[config.mk]
export PLATFORM = sky130hd
export DESIGN_NAME = screen_sequencer
export DESIGN_NICKNAME = d
export VERILOG_FILES = /design/src/rtl/screen_sequencer.sv
export SDC_FILE = /design/constraint.sdc
export NUM_CORES = 1
export LEC_CHECK = 0
export ABC_CLOCK_PERIOD_IN_PS = 2200
export CAP_MARGIN = 20
export CORE_MARGIN = 2
export CORE_UTILIZATION = 57
export CTS_CLUSTER_DIAMETER = 40
export DETAILED_ROUTE_END_ITERATION = 10
export HOLD_SLACK_MARGIN = 0.08
export PLACE_DENSITY = 0.8
export SLEW_MARGIN = 20
export SYNTH_ARGS = -nofsm -noshare
export SYNTH_HDL_FRONTEND = slang
export SYNTH_SLANG_ARGS = --single-unit
[constraint.sdc]
create_clock -name clk -period 2.2 [get_ports clk]
set_input_delay 0.22 -clock clk [delete_from_list [all_inputs] [get_ports clk]]
set_output_delay 0.22 -clock clk [all_outputs]
set_load 0.01 [all_outputs]
[src/rtl/screen_sequencer.sv]
// Frame-synchronous game-screen sequencer: selects title / win / play image,
// inserts black blanking before every screen change, times win screens out.
// Ports:
//   clk, rst_n          clock, async active-low reset
//   frame_start         1-cycle pulse at the start of each video frame
//   start_btn           debounced start level (rising edge used, TITLE only)
//   p1_win, p2_win      1-cycle win pulses (PLAY only, p1 has priority)
//   abort               level, return to title from any non-title state
//   screen_sel          00 title, 01 p1 win, 10 p2 win, 11 play
//   blank               1 = colorizer output forced black
//   game_active         1 while play screen is shown unblanked
module screen_sequencer #(
    parameter int BLANK_FRAMES = 4,
    parameter int HOLD_FRAMES  = 180,
    parameter int CNT_W        = 8
) (
    input  logic       clk,
    input  logic       rst_n,
    input  logic       frame_start,
    input  logic       start_btn,
    input  logic       p1_win,
    input  logic       p2_win,
    input  logic       abort,
    output logic [1:0] screen_sel,
    output logic       blank,
    output logic       game_active
);

    typedef enum logic [2:0] {
        S_TITLE,
        S_PLAY,
        S_WIN1,
        S_WIN2,
        S_BLANK
    } state_t;

    state_t           state;
    state_t           tgt;
    state_t           go_tgt;
    state_t           commit_tgt;
    logic [CNT_W-1:0] cnt;
    logic [CNT_W-1:0] cnt_inc;
    logic             start_q;
    logic             pend_start;
    logic             pend_w1;
    logic             pend_w2;
    logic             start_rise;
    logic             start_ev;
    logic             w1_ev;
    logic             w2_ev;
    logic             go_req;
    logic             do_commit;
    logic             do_blank;

    function automatic logic [1:0] enc(state_t s);
        logic [1:0] r;
        r = 2'b00;
        case (s)
            S_WIN1:  r = 2'b01;
            S_WIN2:  r = 2'b10;
            S_PLAY:  r = 2'b11;
            default: r = 2'b00;
        endcase
        return r;
    endfunction

    // Events arriving on the frame_start cycle itself are folded in here
    // so they act at that same frame boundary.
    always_comb begin
        start_rise = start_btn & ~start_q;
        start_ev   = pend_start | (start_rise & (state == S_TITLE));
        w1_ev      = pend_w1 | (p1_win & (state == S_PLAY));
        w2_ev      = pend_w2 | (p2_win & (state == S_PLAY));
        cnt_inc    = cnt + 1'b1;
        go_req     = 1'b0;
        go_tgt     = S_TITLE;
        if (abort && state != S_TITLE && state != S_BLANK) begin
            go_req = 1'b1;
            go_tgt = S_TITLE;
        end else begin
            case (state)
                S_TITLE: begin
                    if (start_ev) begin
                        go_req = 1'b1;
                        go_tgt = S_PLAY;
                    end
                end
                S_PLAY: begin
                    if (w1_ev) begin
                        go_req = 1'b1;
                        go_tgt = S_WIN1;
                    end else if (w2_ev) begin
                        go_req = 1'b1;
                        go_tgt = S_WIN2;
                    end
                end
                S_WIN1, S_WIN2: begin
                    if (cnt_inc == CNT_W'(HOLD_FRAMES)) begin
                        go_req = 1'b1;
                        go_tgt = S_TITLE;
                    end
                end
                default: ;
            endcase
        end
    end

    // Commit/blank decision; abort inside BLANK only retargets to title,
    // the remaining blank count keeps running.
    always_comb begin
        do_commit  = 1'b0;
        do_blank   = 1'b0;
        commit_tgt = go_tgt;
        if (state == S_BLANK) begin
            commit_tgt = abort ? S_TITLE : tgt;
            do_commit  = (cnt < CNT_W'(2));
        end else if (go_req) begin
            if (BLANK_FRAMES == 0) begin
                do_commit = 1'b1;
            end else begin
                do_blank = 1'b1;
            end
        end
    end

    always_ff @(posedge clk or negedge rst_n) begin
        if (!rst_n) begin
            state       <= S_TITLE;
            tgt         <= S_TITLE;
            cnt         <= '0;
            start_q     <= 1'b0;
            pend_start  <= 1'b0;
            pend_w1     <= 1'b0;
            pend_w2     <= 1'b0;
            screen_sel  <= 2'b00;
            blank       <= 1'b0;
            game_active <= 1'b0;
        end else begin
            start_q <= start_btn;
            if (frame_start) begin
                pend_start <= 1'b0;
                pend_w1    <= 1'b0;
                pend_w2    <= 1'b0;
                if (do_commit) begin
                    state       <= commit_tgt;
                    tgt         <= commit_tgt;
                    screen_sel  <= enc(commit_tgt);
                    blank       <= 1'b0;
                    game_active <= (commit_tgt == S_PLAY);
                    cnt         <= '0;
                end else if (do_blank) begin
                    state       <= S_BLANK;
                    tgt         <= go_tgt;
                    cnt         <= CNT_W'(BLANK_FRAMES);
                    blank       <= 1'b1;
                    game_active <= 1'b0;
                end else if (state == S_BLANK) begin
                    tgt <= commit_tgt;
                    cnt <= cnt - 1'b1;
                end else if (state == S_WIN1 || state == S_WIN2) begin
                    cnt <= cnt_inc;
                end
            end else begin
                if (state == S_TITLE && start_rise) begin
                    pend_start <= 1'b1;
                end
                if (state == S_PLAY) begin
                    if (p1_win) begin
                        pend_w1 <= 1'b1;
                    end else if (p2_win) begin
                        pend_w2 <= 1'b1;
                    end
                end
            end
        end
    end

endmodule

---- Word level (Yosys, flattened, before mapping) ----
Index checks and enable logic that the tools add are counted.
Widths: inputs -> output; s select.
word-level totals
  register bits ........................... 22
  bits of input ports ..................... 7
  logic and storage cells ................. 90
operators by class
  $add $sub $neg .......................... 2
  magnitude comparators ................... 1
  equality and inequality tests ........... 10
  multiplexer cells ....................... 39
  bitwise logic cells ..................... 8
  reductions and logical operators ........ 20
operator list
  cell                 number
  $mux 8               4
  $mux 3               8
  $mux 1               22
  $eq 3x2->1 const B   4
  $reduce_and 2->1     5
  $reduce_bool 2->1    5
  $add 8x1->8 const B  1
  $eq 8x8->1 const B   1
  $lt 8x2->1 const B   1
  $sub 8x1->8 const B  1
  $eq 3x1->1 const B   2
  $pmux 2 s3           1
  $reduce_bool 3->1    2
  $and 1x1->1          4
  $mux 2               2
  $pmux 2 s2           1
  $reduce_bool 4->1    1
  $eq 3x3->1 const B   1
  $logic_and 1x1->1    3
  $logic_not 3->1      1
  $ne 3x3->1 const B   1
  $or 1x1->1           3
  $pmux 1 s3           1
  $reduce_and 3->1     1
  4 further kinds      4

---- Longest topological paths before layout ----
Gate-level depths: netlist of run 1.
  word-level depth ........................ 11
  mapped depth ............................ 7

---- Worst setup path before layout of run 1 ----
OpenSTA, ideal clock, no wires.
  kind .................................... reg2reg
  start ................................... reg state[1]
  end ..................................... reg cnt[4]
  arrival ................................. 1.727 ns
  data required time ...................... 2.079 ns
  path slack .............................. 0.352 ns
  stages on the path, launching flop included .. 8
  buffers on the path ..................... 2
  path through ............................ dfrtp_1 > buf_4 > or3b_1 > buf_2 > nor4b_2 > a41oi_1 > a41o_1 > a22o_1
on the way
  cells in the longest elaborated chain, start to end .. 11
  elaborated cells on any way between the ends .. 30
  those cells by class .................... eq/ne (5); mux (11); bitwise (6); reduce/logical (8)
ends and longest elaborated chain
  element                                                              RTL line    text
  from (decl)                                                          37          state_t state;
  from (signal assigned)                                               145         state <= commit_tgt;
  $eq 3x1->1                                                           72, 73, 81
  $and 1x1->1                                                          73          w2_ev = pend_w2 | (p2_win & (state == S_PLAY));
  $or 1x1->1                                                           73
  $mux 1                                                               92          end else if (w2_ev) begin
  $mux 1                                                               89          if (w1_ev) begin
  $pmux 1 s3                                                           81          case (state)
  $mux 1                                                               77          if (abort && state != S_TITLE && state != S_BLANK) begin
  $mux 1                                                               117         end else if (go_req) begin
  $mux 1                                                               114         if (state == S_BLANK) begin
  $reduce_bool 4->1 (no source line) / $mux 8 (equally long branches)  --
  $reduce_and 2->1 (no source line) / $mux 8 (equally long branches)   --
  to (signal assigned)                                                 154         cnt <= CNT_W'(BLANK_FRAMES);
  to (signal assigned)                                                 159         cnt <= cnt - 1'b1;
  to (signal assigned)                                                 161         cnt <= cnt_inc;
  to (decl)                                                            41          logic [CNT_W-1:0] cnt;
Several ways; a longest one is shown, not always the timed one.
A chain may end at the register's enable or synchronous reset.

---- Final worst setup path of run 1 ----
Same ends and word-level chain as after synthesis.

==> results.cfg, run 1 <==
[power]
power_leakage_nw = 0.691
pwr-share-clk_pct = 18.4
power.total_mw = 1.72
switchingPower_uw = 679
peakVddDrop_mv = 0.729
power_frac_seq_pct = 37.5
p_int_mw = 1.04
comb_power_share_pct = 44.1
power_density_nw_per_um2 = 1090
power.share.switching_pct = 39.5

[grt]
first_global_vias = 1208
grt_overflow_total = 0
grtUsageTotal_pct = 27.7
grt_max_degree = 23
antenna_found_initial = 0
grt_pass1_wl_um = 5530

[floorplanning]
rows = 17
die_x_um = 52.7
die_h_um = 52.7
die_area_um2 = 2780
pin_count = 11
core-area_um2 = 2230
start_util_pct = 60.5

[place]
placed_cells_incl_taps = 187
dpl_worst_slack_ns = -0.00488
globalplace.congestion = 0.882
dpl.hpwl_um = 2470
portBuffers = 10

[logic_synthesis]
synth_ff_type = dfrtp_1
yosysTopAreaCellShare_pct = 40.7
ys_ff_latch = 22
async_flop_share_pct = 100
yosysTopAreaCell = dfrtp_1
syn_avg_cell_area_um2 = 9.32
mappedNetlistArea_um2 = 1350
synth_seq_area_share_pct = 40.7
synth_edf_count = 0
syn_inst = 145
synth.area.top_cells = dfrtp_1 (41%), nand3_1 (3.7%), nand2_1 (2.8%)
yosys_warnings = 0
syn_nets = 154
synth_cell_type_count = 48

[drt]
drc_errors = 0
dr.pass1.iters = 4
initialDrtViolationCount = 39
drt-vias-per-instance = 6.57
antenna_left = 0
routed_wl_um = 3280
routedWlPerCell_um = 17.2
vias = 1255

[clock_tree]
clkTransAtPathRegs_ns = 0.13
cts_root_buffer = clkbuf_4
cts_max_path_buffers = 2
clk_latency_ns = 0.32
cts_sinks = 22
cts_tree = built
cts_setup_buffers = 0
cts_buffers = 3
hold_buffers = 0
cts_max_level = 1

[sta]
relSlewSlack_pct = 67.4
setup_ws_ns = 0.117
slew_viol_final = 0
final.setup.tns_ns = 0
period_needed_ns = 2.08
hold_violations = 0
fin_skew_ns = 0.0132
fmax_ghz = 0.480
setup_viol = 0
rsz0062_at_grt = no
fin_crit_sh_pct = 94.7
tightest_slew_ns = 0.484

[critical_path]
worstReg2RegStart = state[1]
cp_num_cells = 5
crit_family = simple AND/OR/NAND/NOR gates
path_class = reg2reg
crit_arrival_ns = 2.31
end_kind = flip-flop
crit_path_max_incr_delay_ns = 0.58
reg2regPathDepth = 5
worstPathCellList = or3b_1, nor4b_2, a41oi_1, a41o_1, a22o_1
worstSetupStartpoint = state[1]
endpoint = cnt[4]
required_ns = 2.43
r2r-end = cnt[4]
start_kind = flip-flop
cp_slowest_cell = or3b_1
worst-path-buf-inv = 0
r2r_slack_ns = 0.12
crit_fanout = 10

[min_path]
hold_class = in2async

[final_layout]
area_growth_pct = 16.9
fillers = 184
fin_nets = 173
antenna_cells = 0
drive_gt1_share_pct = 14.7
layout.cells.non_filler = 191

[outcome]
run_status = complete, no violations

[run]
drv_cap = 0
repair_timing:
item,CTS,global route
setup endpoints to repair,0,3
endpoints found under the hold margin,0,0
gates resized for setup,0,2
layout by cell type, fill, tap and decap left out, types with 2 or more instances in the layout:
cell	netlist	layout
o21a_1	3	2
dfrtp_1	22	22
nand3_1	10	10
a22o_1	3	3
nor2_1	8	8
mux2_2	3	3
o2bb2ai_1	2	2
a21oi_1	7	7
nor2b_1	4	4
a221o_1	2	2
nand3b_1	2	2
a41o_1	2	2
o21ai_0	5	5
inv_1	8	8
o21ai_1	3	3
clkbuf_4	0	3
clkdlybuf4s50_1	0	10
buf_4	2	10
a31oi_1	5	5
ha_1	2	2
nor3b_1	2	2
or3_1	2	2
xnor2_1	2	2
nand2_1	10	10
nor4_1	4	4
nor3_1	6	6
routing by layer:
layer / global-route usage [%] / wire (um)
met5: 0 / 0
met2: 48.8 / 1680
met4: 15.0 / 100
met1: 31.7 / 1380
met3: 4.29 / 120
flip-flops by register name, summed over array words and instances (netlist names):
signal,count
game_active,1
cnt,8
screen_sel,2
state,3
pend_w2,1
pend_start,1
pend_w1,1
tgt,3
blank,1
start_q,1
through the flow:
step / hold slack [ns] / instance area, um^2 / util (%)
detailed placement: 0.475 / 1520 / 68.1
global placement: 0.450 / 1520 / 68.1
global route: 0.259 / 1580 / 70.8
finish: 0.225 / 1580 / 70.8
CTS: 0.241 / 1570 / 70.4
floorplan: -0.0756 / 1350 / -
power groups by stage:
| stage | Combinational [mW] | Sequential, mW | Clock, mW |
|---|---|---|---|
| after floorplan | 0.573 | 0.587 | 0 |
| after global placement | 0.719 | 0.636 | 0 |
| after detailed placement | 0.741 | 0.644 | 0 |
| after CTS | 0.744 | 0.638 | 0.315 |
| after global routing | 0.837 | 0.654 | 0.335 |
| final | 0.758 | 0.645 | 0.316 |
synth_stat cells (2+ instances only):
cell       count
dfrtp_1       22
nand2_1       10
nand3_1       10
inv_1          8
nor2_1         8
a21oi_1        7
nor3_1         6
a31oi_1        5
o21ai_0        5
nor2b_1        4
nor4_1         4
a22o_1         3
buf_2          3
mux2_2         3
o21a_1         3
o21ai_1        3
a221o_1        2
a41o_1         2
buf_4          2
ha_1           2
nand3b_1       2
nor3b_1        2
o2bb2ai_1      2
or3_1          2
xnor2_1        2
worst reg2reg max path: cells and delay by family, from the launching register on:
| kind | cells | cell delay (ns) |
|---|---|---|
| AO/OA/AOI/OAI | 3 | 0.59 |
| flip-flops | 1 | 0.54 |
| AND/OR/NAND/NOR | 2 | 0.88 |
how the worst min path moves through the flow:
| stage | start | endpoint | slack (ns) | cells after the start |
|---|---|---|---|---|
| after global placement | screen_sel[1] | screen_sel[1] | 0.45 | 2 |
| final | rst_n | state[0] | 0.23 | 2 |
| after CTS | rst_n | state[0] | 0.24 | 2 |
| after floorplan | rst_n | blank | -0.08 | 0 |
| after global routing | rst_n | screen_sel[1] | 0.26 | 2 |
| after detailed placement | tgt[2] | tgt[2] | 0.47 | 1 |
logic make-up (layout without fill, tap and decap cells):
group	Yosys count	after routing	share of synthesized area (%)
and+or+nand+nor	58	58	24.8
AOI/OAI and AO/OA	42	42	22.5
DFF	22	22	40.7
buffers and inverters	15	33	5.55
muxes	4	4	3.24
adders and majority gates	2	2	1.85
xor gates and xnor gates	2	2	1.30
area by class of cell:
class	instances	area, um^2	share of cell area [%]
repair buffers	20	175	11.1
inverters	9	33.8	2.14
well taps	28	35.0	2.22
multi-input cells	108	733	46.4
clock buffers	3	22.5	1.43
flip-flops and latches	22	551	34.8
clock inverters	1	30.0	1.90
(Power assumes the default switching activity.)
==> run 2, diff against run 1 <==
- ABC_CLOCK_PERIOD_IN_PS: 2200 -> unset
==> results of run 2 <==
The final DEF is identical to that of run 1; final timing and power are the same.
